--- src/rtl/if_fetch_stage_pkg.sv ---
// rv32_pkg: shared constants and fetch state encoding for the RV32 fetch stage.
package rv32_pkg;
   localparam logic [31:0] RESET_PC_DEF = 32'h0000_0000;
   localparam logic [31:0] NOP_INSN_DEF = 32'h0000_0013;
   localparam logic [31:0] PC_INC = 32'd4;
   typedef enum logic [1:0] {FETCH, FULL, KILL} fetch_state_e;
endpackage

--- src/rtl/if_fetch_stage_if.sv ---
// if_fetch_stage_if: single-outstanding request/ack instruction-memory port.
interface if_fetch_stage_if;
   logic        imem_req_out;
   logic [31:0] imem_addr_out;
   logic        imem_ack_in;
   logic [31:0] imem_data_in;
   modport master (output imem_req_out, imem_addr_out, input imem_ack_in, imem_data_in);
   modport slave (input imem_req_out, imem_addr_out, output imem_ack_in, imem_data_in);
endinterface

--- src/rtl/if_skid_buf.sv ---
// if_skid_buf: one-entry {pc,insn} buffer catching a fetch that returns while the stage is held.
module if_skid_buf
   import rv32_pkg::*;
(
   input  logic        clk,
   input  logic        rst,
   input  logic        load_i,
   input  logic        drain_i,
   input  logic        clear_i,
   input  logic [31:0] pc_i,
   input  logic [31:0] insn_i,
   output logic        full_o,
   output logic [31:0] pc_o,
   output logic [31:0] insn_o
);
   logic        full_q;
   logic [31:0] pc_q, insn_q;
   always_ff @(posedge clk or negedge rst)
      if (!rst) begin
         full_q <= 1'b0;
         pc_q   <= RESET_PC_DEF;
         insn_q <= NOP_INSN_DEF;
      end else if (clear_i || drain_i) begin
         full_q <= 1'b0;
      end else if (load_i) begin
         full_q <= 1'b1;
         pc_q   <= pc_i;
         insn_q <= insn_i;
      end
   assign full_o = full_q;
   assign pc_o   = pc_q;
   assign insn_o = insn_q;
endmodule

--- src/rtl/if_fetch_stage.sv ---
// if_fetch_stage: RV32 instruction fetch; owns the PC, drives imem, presents pc/insn to the bubble unit.
module if_fetch_stage
   import rv32_pkg::*;
#(
   parameter logic [31:0] RESET_PC = RESET_PC_DEF,
   parameter logic [31:0] NOP_INSN = NOP_INSN_DEF
) (
   input  logic                     clk,
   input  logic                     rst,
   if_fetch_stage_if.master         imem,
   input  logic                     hold_pc_in,
   input  logic                     redirect_in,
   input  logic [31:0]              redirect_pc_in,
   output logic [31:0]              pc_if_out,
   output logic [31:0]              data_if_out,
   output logic                     valid_if_out
);
   fetch_state_e state_q;
   logic [31:0]  pc_q, kill_addr_q, pc_if_q, data_if_q;
   logic         valid_q;
   logic         ack, buf_full;
   logic [31:0]  pc_d, tgt_d, buf_pc, buf_insn;
   assign imem.imem_req_out  = rst && state_q != FULL;
   assign imem.imem_addr_out = state_q == KILL ? kill_addr_q : pc_q;
   assign ack   = imem.imem_ack_in && imem.imem_req_out;
   assign pc_d  = pc_q + PC_INC;
   assign tgt_d = redirect_pc_in & ~32'h3;
   if_skid_buf u_skid (
      .clk     (clk),
      .rst     (rst),
      .load_i  (state_q == FETCH && ack && hold_pc_in && !redirect_in),
      .drain_i (state_q == FULL && !hold_pc_in && !redirect_in),
      .clear_i (redirect_in),
      .pc_i    (pc_q),
      .insn_i  (imem.imem_data_in),
      .full_o  (buf_full),
      .pc_o    (buf_pc),
      .insn_o  (buf_insn)
   );
   // Redirect wins over everything; an unanswered request must still be drained in KILL.
   always_ff @(posedge clk or negedge rst)
      if (!rst) begin
         state_q     <= FETCH;
         pc_q        <= RESET_PC;
         kill_addr_q <= RESET_PC;
         pc_if_q     <= RESET_PC;
         data_if_q   <= NOP_INSN;
         valid_q     <= 1'b0;
      end else if (redirect_in) begin
         pc_q      <= tgt_d;
         valid_q   <= 1'b0;
         data_if_q <= NOP_INSN;
         state_q   <= (state_q != FULL && !ack) ? KILL : FETCH;
         if (state_q == FETCH) kill_addr_q <= pc_q;
      end else begin
         case (state_q)
            FETCH:
               if (ack) begin
                  pc_q <= pc_d;
                  if (hold_pc_in) state_q <= FULL;
                  else begin
                     pc_if_q   <= pc_q;
                     data_if_q <= imem.imem_data_in;
                     valid_q   <= 1'b1;
                  end
               end else if (!hold_pc_in) begin
                  valid_q   <= 1'b0;
                  data_if_q <= NOP_INSN;
               end
            FULL:
               if (!hold_pc_in) begin
                  pc_if_q   <= buf_pc;
                  data_if_q <= buf_insn;
                  valid_q   <= buf_full;
                  state_q   <= FETCH;
               end
            KILL:
               if (ack) state_q <= FETCH;
            default: state_q <= FETCH;
         endcase
      end
   assign pc_if_out    = pc_if_q;
   assign data_if_out  = data_if_q;
   assign valid_if_out = valid_q;
endmodule

--- src/flat_wrapper.sv ---
// flat-port wrapper written by rule: the top's interface ports become plain ports
module if_fetch_stage_flat import rv32_pkg::*;
#(
   parameter logic [31:0] RESET_PC = RESET_PC_DEF,
   parameter logic [31:0] NOP_INSN = NOP_INSN_DEF
)
  (clk, rst, hold_pc_in, redirect_in, redirect_pc_in, pc_if_out, data_if_out, valid_if_out, imem_imem_req_out, imem_imem_addr_out, imem_imem_ack_in, imem_imem_data_in);
  if_fetch_stage_if imem_i ();
  input  logic clk;
  input  logic rst;
  input  logic hold_pc_in;
  input  logic redirect_in;
  input  logic [31:0] redirect_pc_in;
  output logic [31:0] pc_if_out;
  output logic [31:0] data_if_out;
  output logic valid_if_out;
  output wire logic [$bits(imem_i.imem_req_out)-1:0] imem_imem_req_out;
  output wire logic [$bits(imem_i.imem_addr_out)-1:0] imem_imem_addr_out;
  input wire logic [$bits(imem_i.imem_ack_in)-1:0] imem_imem_ack_in;
  input wire logic [$bits(imem_i.imem_data_in)-1:0] imem_imem_data_in;
  assign imem_imem_req_out = imem_i.imem_req_out;
  assign imem_imem_addr_out = imem_i.imem_addr_out;
  assign imem_i.imem_ack_in = imem_imem_ack_in;
  assign imem_i.imem_data_in = imem_imem_data_in;
  if_fetch_stage #(.RESET_PC(RESET_PC), .NOP_INSN(NOP_INSN)) u_core (.clk(clk), .rst(rst), .imem(imem_i), .hold_pc_in(hold_pc_in), .redirect_in(redirect_in), .redirect_pc_in(redirect_pc_in), .pc_if_out(pc_if_out), .data_if_out(data_if_out), .valid_if_out(valid_if_out));
endmodule
--- config.mk ---
export PLATFORM = sky130hd
export DESIGN_NAME = if_fetch_stage_flat
export DESIGN_NICKNAME = d
export VERILOG_FILES = /design/src/rtl/if_fetch_stage_pkg.sv /design/src/rtl/if_fetch_stage_if.sv /design/src/rtl/if_skid_buf.sv /design/src/rtl/if_fetch_stage.sv /design/src/flat_wrapper.sv
export SDC_FILE = /design/constraint.sdc
export NUM_CORES = 1
export LEC_CHECK = 0
export BUFFER_PORTS_ARGS = -buffer_cell sky130_fd_sc_hd__buf_2
export CAP_MARGIN = 20
export CORE_ASPECT_RATIO = 0.9
export CORE_UTILIZATION = 25
export DETAILED_ROUTE_END_ITERATION = 12
export HOLD_SLACK_MARGIN = 0.03
export SYNTH_ARGS = -nofsm -noshare
export SYNTH_HDL_FRONTEND = slang
export SYNTH_SLANG_ARGS = --single-unit
export TNS_END_PERCENT = 10
--- constraint.sdc ---
create_clock -name clk -period 2.9 [get_ports clk]
set_clock_uncertainty 0.05 [all_clocks]
set_input_delay 0.145 -clock clk [delete_from_list [all_inputs] [get_ports clk]]
set_output_delay 0.145 -clock clk [all_outputs]
set_load 0.05 [all_outputs]
Word-level counts from Yosys, hierarchy flattened
Cells that the tools add are included.
Widths: inputs -> output; s select.
{"block": "word_totals", "regBits": 196, "in_bits": 69, "out_inout_bits": 98}
{"block": "classes", "bitwise": 2, "n_mux": 29, "reduce_logical": 24, "n_eq_ne": 11, "n_addsub": 1}
{"operator": "$mux 32", "count": 12}
{"operator": "$pmux 32 s2", "count": 2}
{"operator": "$add 32x3->32 const B", "count": 1}
{"operator": "$mux 2", "count": 6}
{"operator": "$ne 3x3->1 const B", "count": 3}
{"operator": "$logic_and 1x1->1", "count": 8}
{"operator": "$reduce_bool 2->1", "count": 4}
{"operator": "$mux 1", "count": 7}
{"operator": "$ne 3x2->1 const B", "count": 2}
{"operator": "$pmux 2 s3", "count": 1}
{"operator": "$reduce_and 2->1", "count": 3}
{"operator": "$reduce_and 5->1", "count": 1}
{"operator": "$ne 2x1->1 const B", "count": 2}
{"operator": "$ne 2x2->1 const B", "count": 2}
{"operator": "$reduce_and 4->1", "count": 1}
{"operator": "$logic_not 1->1", "count": 3}
{"operator": "$reduce_and 3->1", "count": 1}
{"operator": "$reduce_bool 3->1", "count": 1}
{"operator": "$eq 2x1->1 const B", "count": 1}
{"operator": "$eq 2x2->1 const B", "count": 1}
{"operator": "$logic_not 2->1", "count": 1}
{"operator": "$not 1->1", "count": 2}
{"operator": "$pmux 1 s2", "count": 1}
{"operator": "$logic_or 1x1->1", "count": 1}

Logic depth before layout (Yosys ltp)
Gate-level depths: netlist of the first run.
{"block": "depth", "depth_word": 8, "mapped_depth": 7}

Hierarchy
From an unflattened synthesis of the first run, not the netlist that was laid out.
{"block": "hier_totals", "hier_cells": 755, "area_unflattened_um2": 9118.7}
{"mod": "if_fetch_stage", "cells_each": 616, "seq_area_each_um2": 3181.8, "instances": 1, "area_each_um2": 6389.9}
{"mod": "if_skid_buf", "cells_each": 139, "seq_area_each_um2": 1630.3, "instances": 1, "area_each_um2": 2728.9}

Worst setup path after synthesis of the first run
Ideal clock, no wire load.
{"block": "synth_timing", "kind": "reg2reg", "startpoint": "register u_core.state_q[0]", "endpoint": "register u_core.pc_q[28]", "arrival_time_ns": 1.970, "path_stages_with_launch": 6, "slack_ns": 0.798, "setup_ns": 0.082, "required_ns": 2.768, "path_buffers": 1, "cell_sequence": "dfrtp_1 > nand4bb_4 > or4_1 > buf_2 > or4_1 > a31oi_1"}
{"block": "synth_between", "elab_chain_cells": 5, "word_cells_on_any_way": 7, "classes_between": "1 x eq/ne; 6 x reduce/logical"}
{"item": "start: declaration", "line": "if_fetch_stage.sv:18", "source": "fetch_state_e state_q;"}
{"item": "start signal: assignment", "line": "if_fetch_stage.sv:53", "source": "state_q <= (state_q != FULL && !ack) ? KILL : FETCH;"}
{"item": "$ne 2x1->1", "line": "if_fetch_stage.sv:23", "source": "assign imem.imem_req_out = rst && state_q != FULL;"}
{"item": "$logic_and 1x1->1", "line": "if_fetch_stage.sv:23"}
{"item": "$logic_and 1x1->1", "line": "if_fetch_stage.sv:25", "source": "assign ack = imem.imem_ack_in && imem.imem_req_out;"}
{"item": "$reduce_bool 2->1 (no source line)"}
{"item": "$reduce_and 2->1 (no source line) (*)"}
{"item": "end signal: assignment", "line": "if_fetch_stage.sv:50", "source": "pc_q <= tgt_d;"}
{"item": "end signal: assignment", "line": "if_fetch_stage.sv:59", "source": "pc_q <= pc_d;"}
{"item": "end: declaration", "line": "if_fetch_stage.sv:19", "source": "logic [31:0] pc_q, kill_addr_q, pc_if_q, data_if_q;"}
Every way passes the cells marked *; elsewhere a longest branch is shown, timed or not.
A chain may end at the register's enable or synchronous reset.

Final worst setup path of the first run
{"block": "layout_timing", "startpoint": "register u_core.state_q[1]", "endpoint": "register u_core.pc_q[20]"}
Same word-level chain as after synthesis.

==> flow_summary.yaml, run 1 <==
timing:
  min_period_over_period_pct: 89.38
  post-route-min-period_ns: 2.592
  finalSetupTns_ns: 0
  drv_slew: 0
  worstMarginPinSlew_ns: 0.9333
  rsz0062_at_grt: "false"
  max-slew-margin-rel_pct: 37.78
  fmax_ghz: 0.3858
  hold_viol_final: 0
  setup_viol: 0
outcome:
  run_status: "completed"
detailed_routing:
  first_iter_violations: 361
  remaining_drc_errors: 0
  totalWireLength_um: 24520
  drt-pass1-iter-count: 5
  wl_per_cell_um: 16.80
  vias_per_cell: 4.646
  ant_nets: 0
  vias: 6778
worst_setup_path:
  worstPathRequired_ns: 3.21
  cp.arrival_ns: 2.91
  reg2reg_to: "u_core.pc_q[20]$_DFFE_PN0P_"
  end_kind: "register"
  cpMaxStageDelayCell: "or4_1"
  start_kind: "register"
  cp_slowest_stage_delay_ns: 0.86
  critPathBufInv: 0
  crit_type: "register to register"
  crit_end: "u_core.pc_q[20]$_DFFE_PN0P_"
  crit_top_cell: "or4_1"
  crit_path_start: "u_core.state_q[1]$_DFFE_PN0P_"
  worst-path-stages: 4
  cp_top_family: "simple AND/OR/NAND/NOR gates"
  crit_chain: "nand4bb_4, or4_1, or4_1, a31oi_1"
  ff2ff_setup_slack_ns: 0.31
  r2r_start: "u_core.state_q[1]$_DFFE_PN0P_"
  ff2ff_path_depth: 4
  critPathMaxFanout: 17
cts:
  insertion_delay_ns: 0.45
  clock-sinks: 188
  cts_buffer_depth: 2
  cts_setup_buffers: 0
  cts_tree: "done"
  numCtsBuffers: 17
  clk_pin_slew_worst_paths_ns: 0.08
  htreeDepth: 4
  cts_root_buffer: "clkbuf_16"
layout:
  syn_to_final_growth_pct: 29.45
  layout-drive-gt1-share_pct: 35.09
  nNetsFinal: 1060
  final_area_um2: 11090
  layout_common_cells: "dfrtp_1, buf_2, nand2_1"
  final_common_cell: "dfrtp_1"
power_and_ir_drop:
  ir_worst_vdd_v: 0.0005488
  p_leak_uw: 0.004797
  cellPowerDensity_nw_per_um2: 724.0
floorplan:
  die_area_um2: 35010
  core_area_um2: 33340
  io_pins: 167
  die_w_um: 197.1
  start_util_pct: 25.69
  die_h_um: 177.6
  rows: 63
placed_design:
  place_area_um2: 9876
  io_buffers: 160
  place.detailed.hpwl_um: 16050
  place.gp.congestion: 0.7509
yosys:
  synth-xor-area-share_pct: 0.8180
  synthFlopType: "dfrtp_1"
  synth_mux_area_share_pct: 15.89
  yosys.area_share.adder_pct: 0.1461
  synth_warnings: 0
  ys_types: 45
  yosys.area_share.simple_pct: 13.39
  synthArstFlopShare_pct: 100.0
  yosysSeqAreaShare_pct: 55.01
  synth_compound_area_share_pct: 11.09
  synth_edf_count: 0
  avgSynthCellArea_um2: 10.83
  ys_ff_latch: 188
  synth_top_family_by_area: "multiplexers"
  synth_area_um2: 8566
  postSynthCellCount: 791
global_route:
  grt_pass1_vias: 6706
  track_usage_pct: 14.46
  antenna_found_initial: 2
  grt_max_degree: 72
  gr-total-overflow: 0
  grt_pass1_wl_um: 38510
flow_run:
  cap_violations: 0
min_path:
  hold_class: "input port to register"
state kept, by name, summed over array words and instances (netlist names):
name,cells
u_core.data_if_out,32
u_core.state_q,2
u_core.u_skid.insn_o,32
u_core.pc_if_out,30
u_core.pc_q,30
u_core.u_skid.full_o,1
u_core.u_skid.pc_o,30
u_core.kill_addr_q,30
u_core.valid_if_out,1
repair_timing:
action	4_1_cts	5_1_grt
hold buffers	64	0
resized for setup	0	0
endpoints found under the hold margin	126	0
setup endpoints to repair	0	0
final cells by class:
cell class / count / area, µm²
fillers: 3386 / 22260
flip-flops and latches: 188 / 4712
multi-input cells: 534 / 3596
repair buffers: 246 / 1628
well taps: 455 / 569.3
clock buffers: 19 / 442.9
clock inverters: 13 / 126.4
inverters: 3 / 11.26
diodes: 1 / 2.502
worst register-to-register path: cells and delay by family (launching register included):
family	cells	cell delay, ns
and+or+nand+nor	3	1.78
DFF	1	0.50
AOI/OAI and AO/OA	1	0.17
power by group:
group          switching, µW  internal [µW]
Sequential               335           3160
Combinational           1440            769
Clock                   1160           1160
worst min path at each step:
stage / end / slack (ns) / from / cells after the start
after global routing: u_core.pc_q[31]$_DFFE_PN0P_ / 0.06 / redirect_pc_in[31] / 4
after detailed placement: u_core.data_if_out[17]$_DFFE_PN0P_ / 0.02 / rst / 1
after CTS: u_core.pc_q[31]$_DFFE_PN0P_ / 0.04 / redirect_pc_in[31] / 4
after floorplan: u_core.data_if_out[10]$_DFFE_PN0P_ / -0.20 / rst / 0
after global placement: u_core.data_if_out[17]$_DFFE_PN0P_ / 0.02 / rst / 1
final: u_core.pc_q[31]$_DFFE_PN0P_ / 0.07 / redirect_pc_in[31] / 4
layer usage:
layer	track usage [%]	part of all wire, %
met1	19.68	49
met2	22.75	46
met3	3.497	4.3
met4	4.134	1.3
met5	0	0
logic make-up (layout without fill, tap and decap cells):
| kind of cell | after synthesis | after routing |
|---|---|---|
| simple gates | 250 | 250 |
| xor+xnor | 8 | 8 |
| other cells | 1 | 5 |
| buf+inv | 72 | 281 |
| flops | 188 | 188 |
| compound gates | 150 | 150 |
| mux | 121 | 121 |
| fa+ha+maj | 1 | 1 |
stage by stage:
stage | cells | utilization [%] | hold WS (ns) | total power, µW | worst slack, ns
finish | 1459 | 33.25 | 0.06757 | 8028 | 0.3079
global route | 1458 | 33.25 | 0.06486 | 8447 | 0.1696
CTS | 1458 | 33.25 | 0.04359 | 8151 | 0.3183
detailed placement | 1362 | 29.62 | 0.02398 | 5714 | 0.3477
global placement | 1362 | 29.62 | 0.02249 | 5660 | 0.3946
floorplan | 794 | - | -0.2006 | 5087 | 0.7978
cell usage after synthesis, types with 2 or more instances:
library cell  number  share of area [%]
nor2b_1            3               0.22
nor2_1            55                2.4
clkbuf_1          46                2.0
o31ai_1           12                1.1
and3_1             3               0.22
nor3_1             3               0.18
nand3_1           12               0.70
or2_2              3               0.22
clkbuf_2           2               0.12
inv_1              3               0.13
nand4_1            6               0.44
buf_1              5               0.22
or3_1              7               0.51
o211ai_1           3               0.26
dfrtp_1          182                 53
a31oi_1           49                3.6
dfstp_2            6                1.8
nand2b_1           2               0.15
a22o_1             2               0.20
nor4_1             2               0.15
nand2_1          128                5.6
xor2_1             4               0.41
a22oi_1           29                2.5
or4_1             20                1.8
buf_4              4               0.35
mux2_2           120                 16
xnor2_1            4               0.41
a21oi_1            2               0.12
buf_2             11               0.64
o21ai_0           48                2.8
Power figures use the tool's default switching activity.
==> inputs of run 2 (changes only) <==
--- a/config.mk
+++ b/config.mk
@@ -7,7 +7,6 @@
 export LEC_CHECK = 0
 export BUFFER_PORTS_ARGS = -buffer_cell sky130_fd_sc_hd__buf_2
 export CAP_MARGIN = 20
-export CORE_ASPECT_RATIO = 0.9
 export CORE_UTILIZATION = 25
 export DETAILED_ROUTE_END_ITERATION = 12
 export HOLD_SLACK_MARGIN = 0.03
==> flow_summary.yaml, run 2 (synthesis gave the netlist of run 1 again) <==
worst_setup_path:
  crit_type: "register to output port"
  worstPathRequired_ns: 2.71
  start_kind: "register"
  cp_slowest_stage_delay_ns: 0.81
  crit_chain: "nand2b_2, mux2_2, buf_2"
  critPathMaxFanout: 31
  end_kind: "output port"
  cp.arrival_ns: 2.40
  cpMaxStageDelayCell: "nand2b_2"
global_route:
  grt_pass1_wl_um: 38160
  grt_max_degree: 67
  antenna_found_initial: 0
  gr-total-overflow: 0
  grt_pass1_vias: 6579
  track_usage_pct: 14.06
cts:
  htreeDepth: 4
  clk_pin_slew_worst_paths_ns: 0.08
  clock-sinks: 188
  cts_setup_buffers: 0
  cts_buffer_depth: 2
  cts_resized: 0
  insertion_delay_ns: 0.44
  cts_tree: "done"
  numCtsBuffers: 17
  cts_root_buffer: "clkbuf_16"
detailed_routing:
  first_iter_violations: 372
  vias: 6667
  ant_nets: 0
  vias_per_cell: 4.604
  totalWireLength_um: 24100
  drt-pass1-iter-count: 4
  remaining_drc_errors: 0
  wl_per_cell_um: 16.64
placed_design:
  io_buffers: 160
  place.detailed.hpwl_um: 15790
  pre_cts_ws_ns: 0.3597
  place.gp.congestion: 0.7421
  place_area_um2: 9834
layout:
  diodes: 0
  syn_to_final_growth_pct: 29.08
  nFillCells: 3398
  seq_area_um2: 4712
  final_common_cell: "dfrtp_1"
  post-route-util_pct: 32.89
  final_area_um2: 11060
  layout-drive-gt1-share_pct: 35.10
  nNetsFinal: 1057
  layout_common_cells: "dfrtp_1, buf_2, nand2_1"
  multi_input_area_um2: 3598
timing:
  worstMarginPinSlew_ns: 0.9608
  rsz0062_at_grt: "false"
  finalSetupTns_ns: 0
  post-route-min-period_ns: 2.597
  setup_viol: 0
  min_period_over_period_pct: 89.56
  max-slew-margin-rel_pct: 35.95
  drv_slew: 0
  fin_ws_ns: 0.3026
  fmax_ghz: 0.3850
  hold_viol_final: 0
power_and_ir_drop:
  p_leak_uw: 0.004792
  total_power_uw: 8059
  cellPowerDensity_nw_per_um2: 728.9
  ir_worst_vdd_v: 0.0003911
floorplan:
  start_util_pct: 25.48
  io_pins: 167
  die_area_um2: 35010
  rows: 67
  die_h_um: 187.1
  core_area_um2: 33620
  die_w_um: 187.1
min_path:
  hold_class: "input port to async pin"
flow_run:
  cap_violations: 0
outcome:
  run_status: "completed"
[run 2: worst paths after layout]
check	from	end	slack, ns	cells after the start
max	u_core.state_q[0]$_DFFE_PN0P_	imem_imem_addr_out[7]	0.30	3
min	rst	u_core.state_q[1]$_DFFE_PN0P_	0.11	2
max reg2reg	u_core.state_q[0]$_DFFE_PN0P_	u_core.pc_q[22]$_DFFE_PN0P_	0.32	4
min reg2reg	u_core.data_if_out[2]$_DFFE_PN0P_	u_core.data_if_out[2]$_DFFE_PN0P_	0.42	2
max in group asynchronous	rst	u_core.u_skid.pc_o[2]$_DFFE_PN0P_	1.04	4
min in group clk	redirect_in	u_core.pc_q[31]$_DFFE_PN0P_	0.18	4
[run 2: area by class of cell]
type / count / share of cell area, %
flip-flops and latches: 188 / 42.62
inverters: 3 / 0.1018
clock inverters: 15 / 1.415
multi-input cells: 534 / 32.54
repair buffers: 243 / 14.41
clock buffers: 17 / 3.847
well taps: 448 / 5.070
[run 2: report_power, final]
| group | switching [µW] | total (µW) | internal (µW) |
|---|---|---|---|
| clock network | 1150 | 2370 | 1220 |
| logic | 1420 | 2190 | 766 |
| registers | 340 | 3500 | 3160 |
[run 2: timing repair]
| action | CTS | global route |
|---|---|---|
| endpoints found under the hold margin | 153 | 0 |
| endpoints found under the setup margin | 0 | 0 |
| hold buffers | 64 | 0 |
[run 2: worst max-delay path: cells and delay by family (launching register included)]
kind,cells,cell delay (ns)
flip-flops,1,0.48
AND/OR/NAND/NOR,1,0.81
multiplexers,1,0.45
buffers and inverters,1,0.22
[run 2: stage by stage]
stage	hold WS (ns)	std cells
floorplan	-0.2006	794
global placement	-0.03737	1352
detailed placement	-0.03560	1352
CTS	0.08695	1448
global route	0.1009	1448
finish	0.1078	1448
[run 2: routing by layer]
layer | wire (µm) | share of wire [%] | GRT usage [%]
met5 | 0 | 0 | 0
met4 | 293 | 1.2 | 4.067
met3 | 1297 | 5.4 | 3.433
met2 | 11280 | 47 | 22.29
met1 | 11230 | 47 | 18.94
==> inputs of run 3 (changes only) <==
--- a/config.mk
+++ b/config.mk
@@ -7,9 +7,10 @@
 export LEC_CHECK = 0
 export BUFFER_PORTS_ARGS = -buffer_cell sky130_fd_sc_hd__buf_2
 export CAP_MARGIN = 20
-export CORE_UTILIZATION = 25
+export CORE_UTILIZATION = 55
 export DETAILED_ROUTE_END_ITERATION = 12
 export HOLD_SLACK_MARGIN = 0.03
+export PLACE_DENSITY = 0.8
 export SYNTH_ARGS = -nofsm -noshare
 export SYNTH_HDL_FRONTEND = slang
 export SYNTH_SLANG_ARGS = --single-unit
==> flow_summary.yaml, run 3 (synthesis gave the netlist of run 1 again) <==
global_route:
  grt_pass1_vias: 7088
  grt_max_degree: 77
  antenna_found_initial: 0
  track_usage_pct: 28.33
  grt_pass1_wl_um: 35310
  gr-total-overflow: 0
cts:
  cts_tree: "done"
  clock-sinks: 188
  htreeDepth: 4
  cts_buffer_depth: 2
  clk_pin_slew_worst_paths_ns: 0.07
  cts_resized: 0
  numCtsBuffers: 17
  insertion_delay_ns: 0.43
  cts_root_buffer: "clkbuf_16"
worst_setup_path:
  end_kind: "register"
  critPathMaxFanout: 8
  ff2ff_setup_slack_ns: 0.51
  reg2reg_to: "u_core.pc_q[27]$_DFFE_PN0P_"
  start_kind: "register"
  ff2ff_path_depth: 4
  worstPathRequired_ns: 3.20
  cp.arrival_ns: 2.69
  crit_type: "register to register"
  r2r_start: "u_core.pc_q[8]$_DFFE_PN0P_"
detailed_routing:
  vias: 6995
  drt-pass1-iter-count: 5
  totalWireLength_um: 21700
  first_iter_violations: 621
  wl_per_cell_um: 18.25
  ant_nets: 0
  remaining_drc_errors: 0
  vias_per_cell: 5.883
min_path:
  hold_class: "input port to register"
  min_to: "u_core.pc_q[29]$_DFFE_PN0P_"
  hp-start: "redirect_in"
  min_path_cells: 4
placed_design:
  place.gp.congestion: 0.7755
  place_area_um2: 9547
  place.detailed.hpwl_um: 12860
  pre_cts_ws_ns: 0.5485
  io_buffers: 160
power_and_ir_drop:
  ir_worst_vdd_v: 0.0004807
  p_leak_uw: 0.004820
  cellPowerDensity_nw_per_um2: 754.0
  total_power_uw: 8140
flow_run:
  cap_violations: 0
timing:
  fin_ws_ns: 0.5099
  max-slew-margin-rel_pct: 37.95
  fmax_ghz: 0.4184
  post-route-min-period_ns: 2.390
  min_period_over_period_pct: 82.42
  finalSetupTns_ns: 0
  hold_ws_ns: 0.1352
  rsz0062_at_grt: "false"
  worstMarginPinSlew_ns: 0.9307
  hold_viol_final: 0
  drv_slew: 0
  setup_viol: 0
floorplan:
  start_util_pct: 56.35
  die_h_um: 126.8
  die_area_um2: 16080
  core_area_um2: 15200
  die_w_um: 126.8
  rows: 45
  io_pins: 167
layout:
  final_common_cell: "dfrtp_1"
  layout_common_cells: "dfrtp_1, buf_2, nand2_1"
  final_area_um2: 10800
  syn_to_final_growth_pct: 26.03
  layout-drive-gt1-share_pct: 34.67
  diodes: 0
  nNetsFinal: 1059
outcome:
  run_status: "completed"
==> run 3: stage by stage <==
stage,util (%),std cells
final,71.01,1189
after global placement,62.80,1094
after floorplan,-,794
after detailed placement,62.80,1094
after global routing,71.01,1189
after CTS,71.01,1189
==> run 3: area by class of cell <==
cell class	count	area (µm²)
Sequential cell	188	4712
Fill cell	1089	4407
Tap cell	188	235.2
Timing Repair Buffer	245	1633
Multi-Input combinational cell	534	3596
Clock inverter	8	140.1
Clock buffer	23	467.9
Inverter	3	11.26
==> run 3: worst max path at each step <==
stage / startpoint / to / slack [ns] / cells after the start
CTS: rst / imem_imem_req_out / 0.52 / 5
detailed placement: u_core.state_q[1]$_DFFE_PN0P_ / u_core.pc_q[28]$_DFFE_PN0P_ / 0.55 / 5
finish: u_core.pc_q[8]$_DFFE_PN0P_ / u_core.pc_q[27]$_DFFE_PN0P_ / 0.51 / 4
global route: u_core.pc_q[8]$_DFFE_PN0P_ / u_core.pc_q[20]$_DFFE_PN0P_ / 0.39 / 5
floorplan: u_core.state_q[0]$_DFFE_PN0P_ / u_core.pc_q[28]$_DFFE_PN0P_ / 0.80 / 5
global placement: u_core.state_q[1]$_DFFE_PN0P_ / u_core.pc_q[20]$_DFFE_PN0P_ / 0.58 / 5
==> run 3: what timing repair did <==
item                                    CTS  global route
endpoints found under the hold margin   221             0
endpoints found under the setup margin    0             0
hold buffers                             64             0
buffers inserted                          0             0
==> run 3: worst max-delay path, cell delays in order, from the launching register on <==
cell and delay (ns):
dfrtp_1 0.51, nand3_1 0.30, or4_1 0.74, or4_1 0.54
a31oi_1 0.17
==> run 3: where the power goes <==
| part | total, µW | switching [µW] | internal (µW) |
|---|---|---|---|
| clock | 2440 | 957 | 1480 |
| sequential | 3530 | 364 | 3170 |
| combinational | 2170 | 1400 | 769 |
==> run 3: routing by layer <==
metal,global-route usage [%],up-vias,routed length (µm)
met4,9.804,0,384
met1,36.03,3501,9185
li1,-,3203,-
met5,0,-,0
met2,48.20,257,10910
met3,6.073,34,1221
